## config.mk

```make
export PLATFORM = sky130hd
export DESIGN_NAME = moa_batch_sequencer
export DESIGN_NICKNAME = d
export VERILOG_FILES = /design/src/rtl/moa_batch_sequencer.sv
export SDC_FILE = /design/constraint.sdc
export NUM_CORES = 1
export LEC_CHECK = 0
export CAP_MARGIN = 5
export CELL_PAD_IN_SITES_DETAIL_PLACEMENT = 0
export CELL_PAD_IN_SITES_GLOBAL_PLACEMENT = 1
export CORE_ASPECT_RATIO = 0.9
export CORE_UTILIZATION = 32
export DETAILED_ROUTE_END_ITERATION = 8
export PLACE_DENSITY = 0.8
export SYNTH_ARGS = -nofsm -noshare
export SYNTH_HDL_FRONTEND = slang
export SYNTH_SLANG_ARGS = --single-unit
```

## constraint.sdc

```tcl
create_clock -name clk -period 2.35 [get_ports clk]
set_clock_uncertainty 0.2 [all_clocks]
set_input_delay 0.47 -clock clk [delete_from_list [all_inputs] [get_ports clk]]
set_output_delay 0.47 -clock clk [all_outputs]
set_load 0.01 [all_outputs]
```

## src/rtl/moa_batch_sequencer.sv

```systemverilog
`default_nettype none
// ============================================================================
// Module      : moa_batch_sequencer
// Description : Batch sequencer for an external combinational multi-operand
//               adder. Operands arrive one at a time over a valid/ready
//               stream and are packed into a slot bank that drives the adder
//               inputs directly. After the last operand of a batch, the block
//               waits SETTLE_CYC cycles, captures the adder sum and presents
//               it over a valid/ready result handshake.
//
// Ports       : clk        - clock, all state changes on the rising edge
//               rst        - synchronous active-high reset
//               in_valid   - operand offered
//               in_ready   - operand accepted this cycle (LOAD state only)
//               in_data    - operand value [WIDTH]
//               add_ops    - packed operands to adder, slot i at [i*WIDTH +: WIDTH]
//               add_sum    - combinational sum from adder [OUT_WIDTH]
//               res_valid  - result available
//               res_ready  - consumer takes the result
//               res_data   - captured sum [OUT_WIDTH]
//               res_ovf    - (MOA_OVF_DETECT_EN only) true sum exceeded OUT_WIDTH
//               busy       - high while settling or holding a result
//
// Options     : define MOA_OVF_DETECT_EN to add the res_ovf output and the
//               shadow accumulator that feeds it.
//
// Revision    : 1.0 - initial release
// ============================================================================
module moa_batch_sequencer #(
    parameter int WIDTH      = 7,
    parameter int NOPS       = 8,
    parameter int OUT_WIDTH  = 9,
    parameter int SETTLE_CYC = 2
) (
    input  logic                    clk,
    input  logic                    rst,
    input  logic                    in_valid,
    output logic                    in_ready,
    input  logic [WIDTH-1:0]        in_data,
    output logic [NOPS*WIDTH-1:0]   add_ops,
    input  logic [OUT_WIDTH-1:0]    add_sum,
    output logic                    res_valid,
    input  logic                    res_ready,
    output logic [OUT_WIDTH-1:0]    res_data,
`ifdef MOA_OVF_DETECT_EN
    output logic                    res_ovf,
`endif
    output logic                    busy
);

    localparam int c_IDX_W = (NOPS > 1) ? $clog2(NOPS) : 1;
    localparam int c_CNT_W = $clog2(SETTLE_CYC + 1);

    localparam logic [c_IDX_W-1:0] c_LAST_IDX = c_IDX_W'(NOPS - 1);
    localparam logic [c_CNT_W-1:0] c_SETTLE   = c_CNT_W'(SETTLE_CYC);
    localparam logic [c_CNT_W-1:0] c_CNT_ONE  = c_CNT_W'(1);

    localparam logic [1:0] c_ST_LOAD   = 2'd0;
    localparam logic [1:0] c_ST_SETTLE = 2'd1;
    localparam logic [1:0] c_ST_DONE   = 2'd2;

    logic [1:0]             r_state;
    logic [c_IDX_W-1:0]     r_idx;
    logic [c_CNT_W-1:0]     r_cnt;
    logic [NOPS*WIDTH-1:0]  r_slots;
    logic                   w_accept;

    assign in_ready = (r_state == c_ST_LOAD);
    assign busy     = (r_state != c_ST_LOAD);
    assign add_ops  = r_slots;
    assign w_accept = in_valid && in_ready;

`ifdef MOA_OVF_DETECT_EN
    // Wide enough to hold the exact sum of NOPS operands.
    localparam int c_ACC_W = WIDTH + c_IDX_W;

    logic [c_ACC_W-1:0] r_acc;
    logic               w_acc_hi;

    generate
        if (c_ACC_W > OUT_WIDTH) begin : g_ovf_hi
            assign w_acc_hi = |r_acc[c_ACC_W-1:OUT_WIDTH];
        end else begin : g_ovf_none
            // The adder output can never be exceeded with these widths.
            assign w_acc_hi = 1'b0;
        end
    endgenerate
`endif

    always_ff @(posedge clk) begin
        if (rst) begin
            r_state   <= c_ST_LOAD;
            r_idx     <= '0;
            r_cnt     <= '0;
            r_slots   <= '0;
            res_valid <= 1'b0;
            res_data  <= '0;
`ifdef MOA_OVF_DETECT_EN
            r_acc     <= '0;
            res_ovf   <= 1'b0;
`endif
        end else begin
            case (r_state)
                c_ST_LOAD: begin
                    if (w_accept) begin
                        r_slots[r_idx*WIDTH +: WIDTH] <= in_data;
`ifdef MOA_OVF_DETECT_EN
                        // First operand of a batch overwrites the running total.
                        if (r_idx == '0)
                            r_acc <= c_ACC_W'(in_data);
                        else
                            r_acc <= r_acc + c_ACC_W'(in_data);
`endif
                        if (r_idx == c_LAST_IDX) begin
                            r_idx   <= '0;
                            r_cnt   <= c_SETTLE;
                            r_state <= c_ST_SETTLE;
                        end else begin
                            r_idx <= r_idx + 1'b1;
                        end
                    end
                end

                c_ST_SETTLE: begin
                    r_cnt <= r_cnt - 1'b1;
                    // Capture on the last settle edge so res_valid rises
                    // exactly SETTLE_CYC edges after the final accept.
                    if (r_cnt == c_CNT_ONE) begin
                        res_data  <= add_sum;
                        res_valid <= 1'b1;
                        r_state   <= c_ST_DONE;
`ifdef MOA_OVF_DETECT_EN
                        res_ovf   <= w_acc_hi;
`endif
                    end
                end

                c_ST_DONE: begin
                    if (res_ready) begin
                        res_valid <= 1'b0;
                        r_state   <= c_ST_LOAD;
                    end
                end

                default: begin
                    r_state <= c_ST_LOAD;
                end
            endcase
        end
    end

endmodule
`default_nettype wire

```

Yosys cells after proc, flatten, opt, wreduce, memory -nomap -nowiden
Cells that the tools add are included.
Word-level totals
  flip-flop bits (word level): 73
  bits in latches: 0
  bits in writable memories: 0
  ROM bits: 0
  word-level logic and storage cells: 43
  memories: 0
Cells by class
  $add $sub $neg: 3
  multipliers: 1
  divide/modulo/power cells: 0
  order comparisons: 0
  eq/ne operators: 8
  shift-type cells: 2
  mux-type cells: 13
  bitwise logic cells: 0
  reductions and logical operators: 10
Operator list (number)
  56-bit bitwise mux: 1
  7-bit by 34-bit variable shift with 56-bit output (first input constant): 1
  7-bit by 34-bit variable part select with 56-bit output: 1
  6-bit negator with 34-bit output: 1
  2-bit 2-to-1 mux: 6
  3-bit by 3-bit multiplier with 6-bit output (second input constant): 1
  2-bit case mux with 3 select lines: 1
  3-bit AND reduction: 2
  2-bit nonzero test: 3
  2-bit by 1-bit equality test with 1-bit output (second input constant): 2
  2-bit by 1-bit inequality test with 1-bit output (second input constant): 2
  2-bit inequality test (second input constant): 2
  2-bit case mux with 2 select lines: 1
  2-bit AND reduction: 2
  4-bit AND reduction: 1
  3-bit by 1-bit adder with 3-bit output (second input constant): 1
  3-bit equality test (second input constant): 1
  3-bit 2-to-1 mux: 1
  2-bit equality test (second input constant): 1
  2-bit logical NOT: 1
  1-bit 2-to-1 mux: 2
  1-bit case mux with 2 select lines: 1
  2-bit by 1-bit subtractor with 2-bit output (second input constant): 1
  1-bit logical AND: 1

Longest topological paths before layout
Gate-level depths: netlist of the first run.
  depth in word-level cells: 4
  mapped depth: 8
  gate-level depth less buffers: 5

Least setup slack after synthesis of the first run
Ideal clock, no wire load.
  kind: register -> register
  start point: register r_idx[0]
  end point: register r_slots[19], in the netlist add_ops[19]
  arrival: 1.918 ns
  data required time: 2.078 ns
  path slack: 0.161 ns
  stages on the path, launching flop included: 8
  path buffers: 2
  clock period less this slack: 2.189 ns
  path through: dfxtp_1 clkbuf_1 inv_1 ha_1 buf_2 nor2b_1 nand4_1 mux2i_1
On the way
  word-level cells in the longest chain between the ends: 4
  elaborated cells on any way between the ends: 5
  classes of those cells: add/sub (1); mul (1); shift (2); mux (1)
Ends and longest elaborated chain
  start, declared: line 63  | logic [c_IDX_W-1:0] r_idx;
  start signal, assigned: line 119  | r_idx <= r_idx + 1'b1;
  3-bit by 3-bit multiplier with 6-bit output *: line 106  | r_slots[r_idx*WIDTH +: WIDTH] <= in_data;
  6-bit negator with 34-bit output *: line 106
  7-bit by 34-bit variable part select with 56-bit output / 7-bit by 34-bit variable shift with 56-bit output (equally long branches): line 106
  56-bit bitwise mux *: line 106
  end signal, assigned by index: line 106
  end, declared: line 65  | logic [NOPS*WIDTH-1:0] r_slots;
Mark *: on every way between the ends. The rest lies on a longest branch, timed or not.
A chain may end at the register's enable or synchronous reset.

Final worst setup path of the first run
  start point: register r_state[1]
  end point: output port busy
On the way
  word-level cells in the longest chain between the ends: 1
Ends and longest elaborated chain
  start, declared: line 62  | logic [1:0] r_state;
  start signal, assigned: line 92  | r_state <= c_ST_LOAD;
  start signal, assigned: line 117  | r_state <= c_ST_SETTLE;
  start signal, assigned: line 131  | r_state <= c_ST_DONE;
  2-bit nonzero test: line 69  | assign busy = (r_state != c_ST_LOAD);
  end, declared: line 48  | output logic busy
No other way between the ends.

==> summary.txt, run 1 <==
Floorplan
  – Starting density of the core: 0.3309
  – Die area: 9828 µm²
  – Die X: 104.4 µm
  – # IOs: 88
  – Chip height: 94.15 µm
  – Core area: 9125 µm²
  – FP Rows: 33

Clocking
  – TritonCTS Sinks: 73
  – Post-CTS sizing: 0
  – Reg clk slew, reported paths: 70 ps
  – Clk_lat worst skew: 340 ps
  – Setup Buffers After CTS: 0
  – CTS tree: built
  – Cell at the root of the clock tree: clkbuf_8
  – CTS Buffer Depth: 2
  – Total CTS buffers: 9
  – # hold bufs at CTS: 0
  – H-tree levels: 3

Logic synthesis
  – Synth unique cells: 32
  – Syn_nets: 334
  – Yosys reg bits: 73
  – Synth warn: 0
  – Mapped Cells: 308
  – Cell Area, Synth: 3019 µm²
  – Post-synthesis sequential area ratio: 0.4840
  – Syn_area_per_cell: 9.802 µm²

Placement
  – Detailed Place HPWL: 5074 µm
  – Final RePlAce weighted congestion: 0.7329
  – Placed cell count: 505
  – PortBufs: 87
  – Placed Instance Area: 4046 µm²
  – Pre-CTS WS: 144.4 ps

STA
  – Final setup fails: 0
  – Final hold vios: 0
  – Slew Limit Fails: 0
  – Rel. slew slack: 0.5916
  – Final worst slack: 85.02 ps
  – Final period util: 0.9638
  – Period minus WS final: 2265 ps
  – Post-route setup TNS: 0 ps
  – Peak Freq: 441.5 MHz
  – RSZ-0062 raised after global routing: no
  – Worst slew pin tran: 610.8 ps

Final layout
  – Layout cell share with drive strength beyond 1: 0.08521
  – Syn-to-layout area delta: 42.56%
  – Nets: 420
  – Filler cells: 848
  – Multi-input gate area: 1434 µm²
  – FF/Latch Area: 1461 µm²
  – Final instance area: 4304 µm²
  – Final instance count without filler cells: 521
  – N_diodes: 0
  – Most frequent cells in the layout: clkdlybuf4s50_1, dfxtp_1, mux2i_1
  – Most common library cell in the layout ignoring fill and taps: clkdlybuf4s50_1

Power
  – Pwr dens: 643.7 nW/µm²
  – Final Power: 0.002771 W
  – Maximum VDD drop: 0.0002934 V
  – LEAKAGE: 1.887 nW

Run status
  – Status: finished clean

Setup path
  – Worst path bufs/invs: 2
  – Critical-path top delay cell: dfxtp_1
  – CP max stage delay: 550 ps
  – Worst r2r dst: add_ops[5]$_SDFFE_PP0P_
  – Worst r2r src: r_idx[0]$_SDFFE_PP0P_
  – Required @ worst endpoint: 1680 ps
  – Critical Path AT: 1590 ps
  – Crit. End Element: primary output
  – Critical path class: flop to primary output
  – Worst r2r path cells: 5
  – Crit-path cells: nor2_1 > inv_1 > clkdlybuf4s50_1
  – CP top delay family: buffers and inverters
  – CP Launch Type: flop
  – CP max FO: 11
  – R2R setup slack: 470 ps

Run
  – Max_cap viols: 0

Hold path
  – Worst Hold End: add_ops[37]$_SDFFE_PP0P_
  – HP Start: add_ops[37]$_SDFFE_PP0P_
  – Hold depth: 2
  – Hold WC Path Type: flop to flop

Drt
  – Wirelength per Cell: 13.70 µm
  – Starting DRC count in detailed routing: 47
  – DR vias/cell: 4.597
  – DRC viols: 0
  – Antenna viol nets, final: 0
  – Routed WL: 7140 µm
  – Via count: 2395
  – 1st-pass router iterations: 4

Global routing
  – Largest net degree at the start of global routing: 44
  – Initial antenna violation count: 0
  – First-pass GRT wire length: 11720 µm
  – Number of global-route vias before repair: 2341
  – GRT Overall Usage: 0.1524
  – Grt ovf: 0
==> synthesized netlist by cell type <==
master	count	share of area
a21oi_1	5	0.0083
a2bb2oi_1	1	0.0029
a31oi_1	1	0.0021
and2_1	1	0.0021
and3_1	1	0.0021
buf_2	6	0.0099
buf_4	2	0.0050
buf_6	1	0.0037
clkbuf_1	12	0.015
dfxtp_1	73	0.48
ha_1	6	0.025
inv_1	6	0.0075
mux2i_1	67	0.22
nand2_1	64	0.080
nand2b_1	2	0.0041
nand3_1	7	0.012
nand3_2	5	0.017
nand3b_1	2	0.0050
nand4_1	14	0.029
nand4_2	1	0.0041
nor2_1	16	0.020
nor2b_1	3	0.0062
nor3_1	1	0.0017
nor3b_1	2	0.0050
nor4_4	1	0.0070
o211ai_2	1	0.0041
o21ai_0	2	0.0033
o311a_1	1	0.0033
or2_2	1	0.0021
or3_1	1	0.0021
xnor2_1	1	0.0029
xor2_1	1	0.0029
==> worst max path at each step <==
stage                       startpoint                        to  slack (ps)  cells past startpoint
2_1_floorplan    r_idx[0]$_SDFFE_PP0P_  add_ops[19]$_SDFFE_PP0P_         160                      7
3_3_place_gp                  in_valid  add_ops[18]$_SDFFE_PP0P_         180                      6
3_5_place_dp                  in_valid  add_ops[19]$_SDFFE_PP0P_         140                      6
4_1_cts        r_state[1]$_SDFFE_PP0P_                      busy          70                      3
5_1_grt        r_state[1]$_SDFFE_PP0P_                      busy           1                      3
6_report       r_state[1]$_SDFFE_PP0P_                      busy          90                      3
==> tightest hold or removal path: cells and delay by family (launching register included) <==
family	cells	cell delay, ps
AND/OR/NAND/NOR	1	50
flip-flops	1	310
multiplexers	1	50
==> report_power, final <==
group          switching (W)  total (W)  leakage (nW)  internal [W]
clock               0.000458    0.00127         0.130      0.000810
sequential        0.00000796    0.00126         0.589       0.00125
combinational       0.000135   0.000244          1.17      0.000110
total               0.000601    0.00277          1.89       0.00217
==> per-stage QoR <==
| step | utilization | hold slack (ps) |
|---|---|---|
| floorplan | - | 262.8 |
| global placement | 0.4434 | 247.5 |
| detailed placement | 0.4434 | 251.4 |
| CTS | 0.4717 | 263.2 |
| global route | 0.4717 | 280.1 |
| finish | 0.4717 | 259.0 |
==> sequential cells by signal (all words and copies together) (netlist names) <==
name       count
r_idx          3
r_cnt          2
add_ops       56
r_state        2
res_valid      1
res_data       9
==> metal layers <==
metal / track usage / wire length (µm) / up-vias
li1: - / - / 1221
met1: 0.2003 / 3547 / 1107
met2: 0.2401 / 3190 / 57
met3: 0.03259 / 277 / 10
met4: 0.06786 / 125 / 0
met5: 0 / 0 / -
==> layout make-up <==
| cell class | count | share of cell area |
|---|---|---|
| clock buffers | 10 | 0.02965 |
| clock inverters | 6 | 0.03023 |
| inverters | 6 | 0.005233 |
| multi-input cells | 208 | 0.3331 |
| flip-flops and latches | 73 | 0.3395 |
| well taps | 122 | 0.03547 |
| repair buffers | 96 | 0.2267 |
==> kinds of logic after synthesis <==
family / Yosys count / share of synthesized area
muxes: 67 / 0.2221
and+or+nand+nor: 122 / 0.1981
DFF: 73 / 0.4840
adders and majority gates: 6 / 0.02486
AOI/OAI and AO/OA: 11 / 0.02404
buffers and inverters: 27 / 0.04102
xor gates and xnor gates: 2 / 0.005803
Note: power is estimated with default switching activity, not from simulation.
==> run 2, diff against run 1 <==
--- a/config.mk
+++ b/config.mk
@@ -11,6 +11,7 @@
 export CORE_ASPECT_RATIO = 0.9
 export CORE_UTILIZATION = 32
 export DETAILED_ROUTE_END_ITERATION = 8
+export GPL_TIMING_DRIVEN = 0
 export PLACE_DENSITY = 0.8
 export SYNTH_ARGS = -nofsm -noshare
 export SYNTH_HDL_FRONTEND = slang
==> run 2 against run 1 <==
Effect of this change:
- core utilization is 0.22 points lower
- routed wire length is 8.6% higher
- sequential power hardly changed
- combinational power barely moved
- critical endpoint unchanged
- largest power group is now registers
- global-route usage grew 1.2 points
- die area unchanged
- sequential share of layout area up 0.25 points
- critical path type unchanged
==> summary.txt, run 2 (synthesis gave the netlist of run 1 again) <==
Drt
  – 1st-pass router iterations: 4 (unchanged)
  – DRC viols: 0 (unchanged)
  – DR vias/cell: 4.684 (+1.9%)
  – Routed WL: 7753 µm (+8.6%)
  – Antenna viol nets, final: 0 (unchanged)
  – Via count: 2487 (+3.8%)
  – Wirelength per Cell: 14.60 µm (+6.5%)
  – Starting DRC count in detailed routing: 102 (+120%)

STA
  – Final hold vios: 0 (unchanged)
  – Final setup fails: 0 (unchanged)
  – Rel. slew slack: 0.6319 (+0.04035)
  – Worst slew pin tran: 550.5 ps (-60.30 ps)
  – Final period util: 0.9283 (-0.03556)
  – Final worst slack: 168.6 ps (+83.57 ps)
  – Peak Freq: 458.4 MHz (+3.8%)
  – Slew Limit Fails: 0 (unchanged)
  – RSZ-0062 raised after global routing: no
  – Period minus WS final: 2181 ps (-83.57 ps)

Setup path
  – CP max stage delay: 520 ps (-30 ps)
  – Worst r2r path cells: 6 (+1)
  – CP Launch Type: flop
  – Required @ worst endpoint: 1680 ps (about the same)
  – Critical Path AT: 1510 ps (-80 ps)
  – Critical-path top delay cell: clkdlybuf4s50_1
  – CP max FO: 10 (-1)
  – Critical path class: flop to primary output
  – Worst r2r src: r_idx[0]$_SDFFE_PP0P_
  – Crit. End Element: primary output
  – Crit-path cells: buf_2 > nor2_1 > inv_1 > clkdlybuf4s50_1
  – Worst Setup SP: r_state[0]$_SDFFE_PP0P_

Floorplan
  – # IOs: 88 (unchanged)
  – Die X: 104.4 µm (unchanged)
  – Chip height: 94.15 µm (unchanged)
  – Die area: 9828 µm² (unchanged)
  – Core area: 9125 µm² (unchanged)
  – Starting density of the core: 0.3309 (unchanged)
  – FP Rows: 33 (unchanged)

Final layout
  – Nets: 431 (+2.6%)
  – Number of flip-flops under the largest register name: 56 (unchanged)
  – Final instance count without filler cells: 531 (+1.9%)
  – Most common library cell in the layout ignoring fill and taps: clkdlybuf4s50_1
  – Final core utilization: 0.4695 (-0.002194)
  – N_diodes: 0 (unchanged)
  – Layout cell share with drive strength beyond 1: 0.09046 (+0.005252)
  – Syn-to-layout area delta: 41.90%
  – Most frequent cells in the layout: clkdlybuf4s50_1, dfxtp_1, mux2i_1

Power
  – Switching power: 0.0006034 W (+0.40%)
  – Reg power frac: 0.490 (+0.036)
  – Pwr dens: 602.6 nW/µm² (-6.4%)
  – Maximum VDD drop: 0.0002535 V (-14%)
  – Sw frac: 0.2337 (+0.01680)
  – Gate power share: 0.095 (+0.007)
  – LEAKAGE: 1.878 nW (-0.46%)
  – Pint: 0.001978 W (-8.8%)
  – Final Power: 0.002582 W (-6.8%)
  – Clk pwr share: 0.415 (-0.043)

Hold path
  – HP Start: add_ops[16]$_SDFFE_PP0P_
  – Hold depth: 2 (unchanged)
  – Hold WC Path Type: flop to flop

Global routing
  – Initial antenna violation count: 0 (unchanged)
  – Grt ovf: 0 (unchanged)
  – Largest net degree at the start of global routing: 12 (-73%)
  – Number of global-route vias before repair: 2408 (+2.9%)
  – GRT Overall Usage: 0.1649 (+0.01247)
  – First-pass GRT wire length: 12430 µm (+6.0%)

Clocking
  – CTS Buffer Depth: 2 (unchanged)
  – H-tree levels: 3 (unchanged)
  – CTS tree: built
  – Setup Buffers After CTS: 0 (unchanged)
  – Total CTS buffers: 9 (unchanged)
  – Clk_lat worst skew: 340 ps (about the same)
  – TritonCTS Sinks: 73 (unchanged)
  – Reg clk slew, reported paths: 70 ps (about the same)
  – # hold bufs at CTS: 0 (unchanged)
  – Cell at the root of the clock tree: clkbuf_8

Run
  – Max_cap viols: 0 (unchanged)

Placement
  – Final RePlAce weighted congestion: 0.7789 (+6.3%)
  – Placed cell count: 516 (+2.2%)
  – PortBufs: 86 (-1.1%)
  – Pre-CTS WS: -277.2 ps (-421.6 ps)
  – Detailed Place HPWL: 5659 µm (+12%)

Run status
  – Status: finished clean
-- run 2: cell count changes in the layout (fill, tap and decap cells not counted), moves of 2 or more --
cell       delta
clkbuf_1     +11
buf_2         +5
buf_4         -4
buf_12        -3
bufinv_16     -2
clkbuf_4      +2
-- run 2: final cells by class --
type / instances / area, µm²
multi-input cells: 208 / 1464
flip-flops and latches: 73 / 1465
clock buffers: 12 / 145.1
repair buffers: 86 / 860.8
inverters: 6 / 22.52
clock inverters: 3 / 65.06
plain buffers: 21 / 108.9
fillers: 872 / 4841
well taps: 122 / 152.6
-- run 2: path summary, 6_finish.rpt --
kind / end / slack, ps
setup / recovery: busy / 170
setup reg to reg: add_ops[31]$_SDFFE_PP0P_ / 190
hold / removal: add_ops[16]$_SDFFE_PP0P_ / 260
hold reg to reg: add_ops[16]$_SDFFE_PP0P_ / 260
-- run 2: stage by stage --
step / cell area, µm² / hold slack, ps / setup TNS, ps
2_1_floorplan: 3019 / 262.8 / 0
3_3_place_gp: 4033 / 248.2 / -5418
3_5_place_dp: 4033 / 248.3 / -6371
4_1_cts: 4248 / 262.0 / 0
5_1_grt: 4284 / 280.4 / 0
6_report: 4284 / 259.3 / 0
-- run 2: power groups by stage --
stage / clock (W) / combinational, W / sequential [W]
after floorplan: 0 / 0.000130 / 0.00129
after global placement: 0 / 0.000231 / 0.00129
after detailed placement: 0 / 0.000234 / 0.00129
after CTS: 0.00109 / 0.000236 / 0.00126
after global routing: 0.00114 / 0.000268 / 0.00127
final: 0.00107 / 0.000245 / 0.00126
-- run 2: worst max-delay path, delay by kind of cell, from the launching register on --
family / cells / cell delay, ps
simple gates: 1 / 80
buf+inv: 3 / 780
flops: 1 / 310
-- run 2: metal layers --
metal,share of wire,wire [µm],track usage
met1,0.49,3831,0.2165
met5,0,0,0
met4,0.024,185,0.08333
met3,0.033,258,0.02843
met2,0.45,3477,0.2605
-- run 2: timing repair --
item,4_1_cts,5_1_grt
pin swaps,0,0
setup endpoints to repair,56,55
gates cloned,0,0
resized for setup,3,10
==> run 3, diff against run 2 <==
--- a/config.mk
+++ b/config.mk
@@ -10,6 +10,7 @@
 export CELL_PAD_IN_SITES_GLOBAL_PLACEMENT = 1
 export CORE_ASPECT_RATIO = 0.9
 export CORE_UTILIZATION = 32
+export CTS_CLUSTER_SIZE = 20
 export DETAILED_ROUTE_END_ITERATION = 8
 export GPL_TIMING_DRIVEN = 0
 export PLACE_DENSITY = 0.8
==> results of run 3 <==
The final DEF is identical to that of run 2; final timing and power are the same.
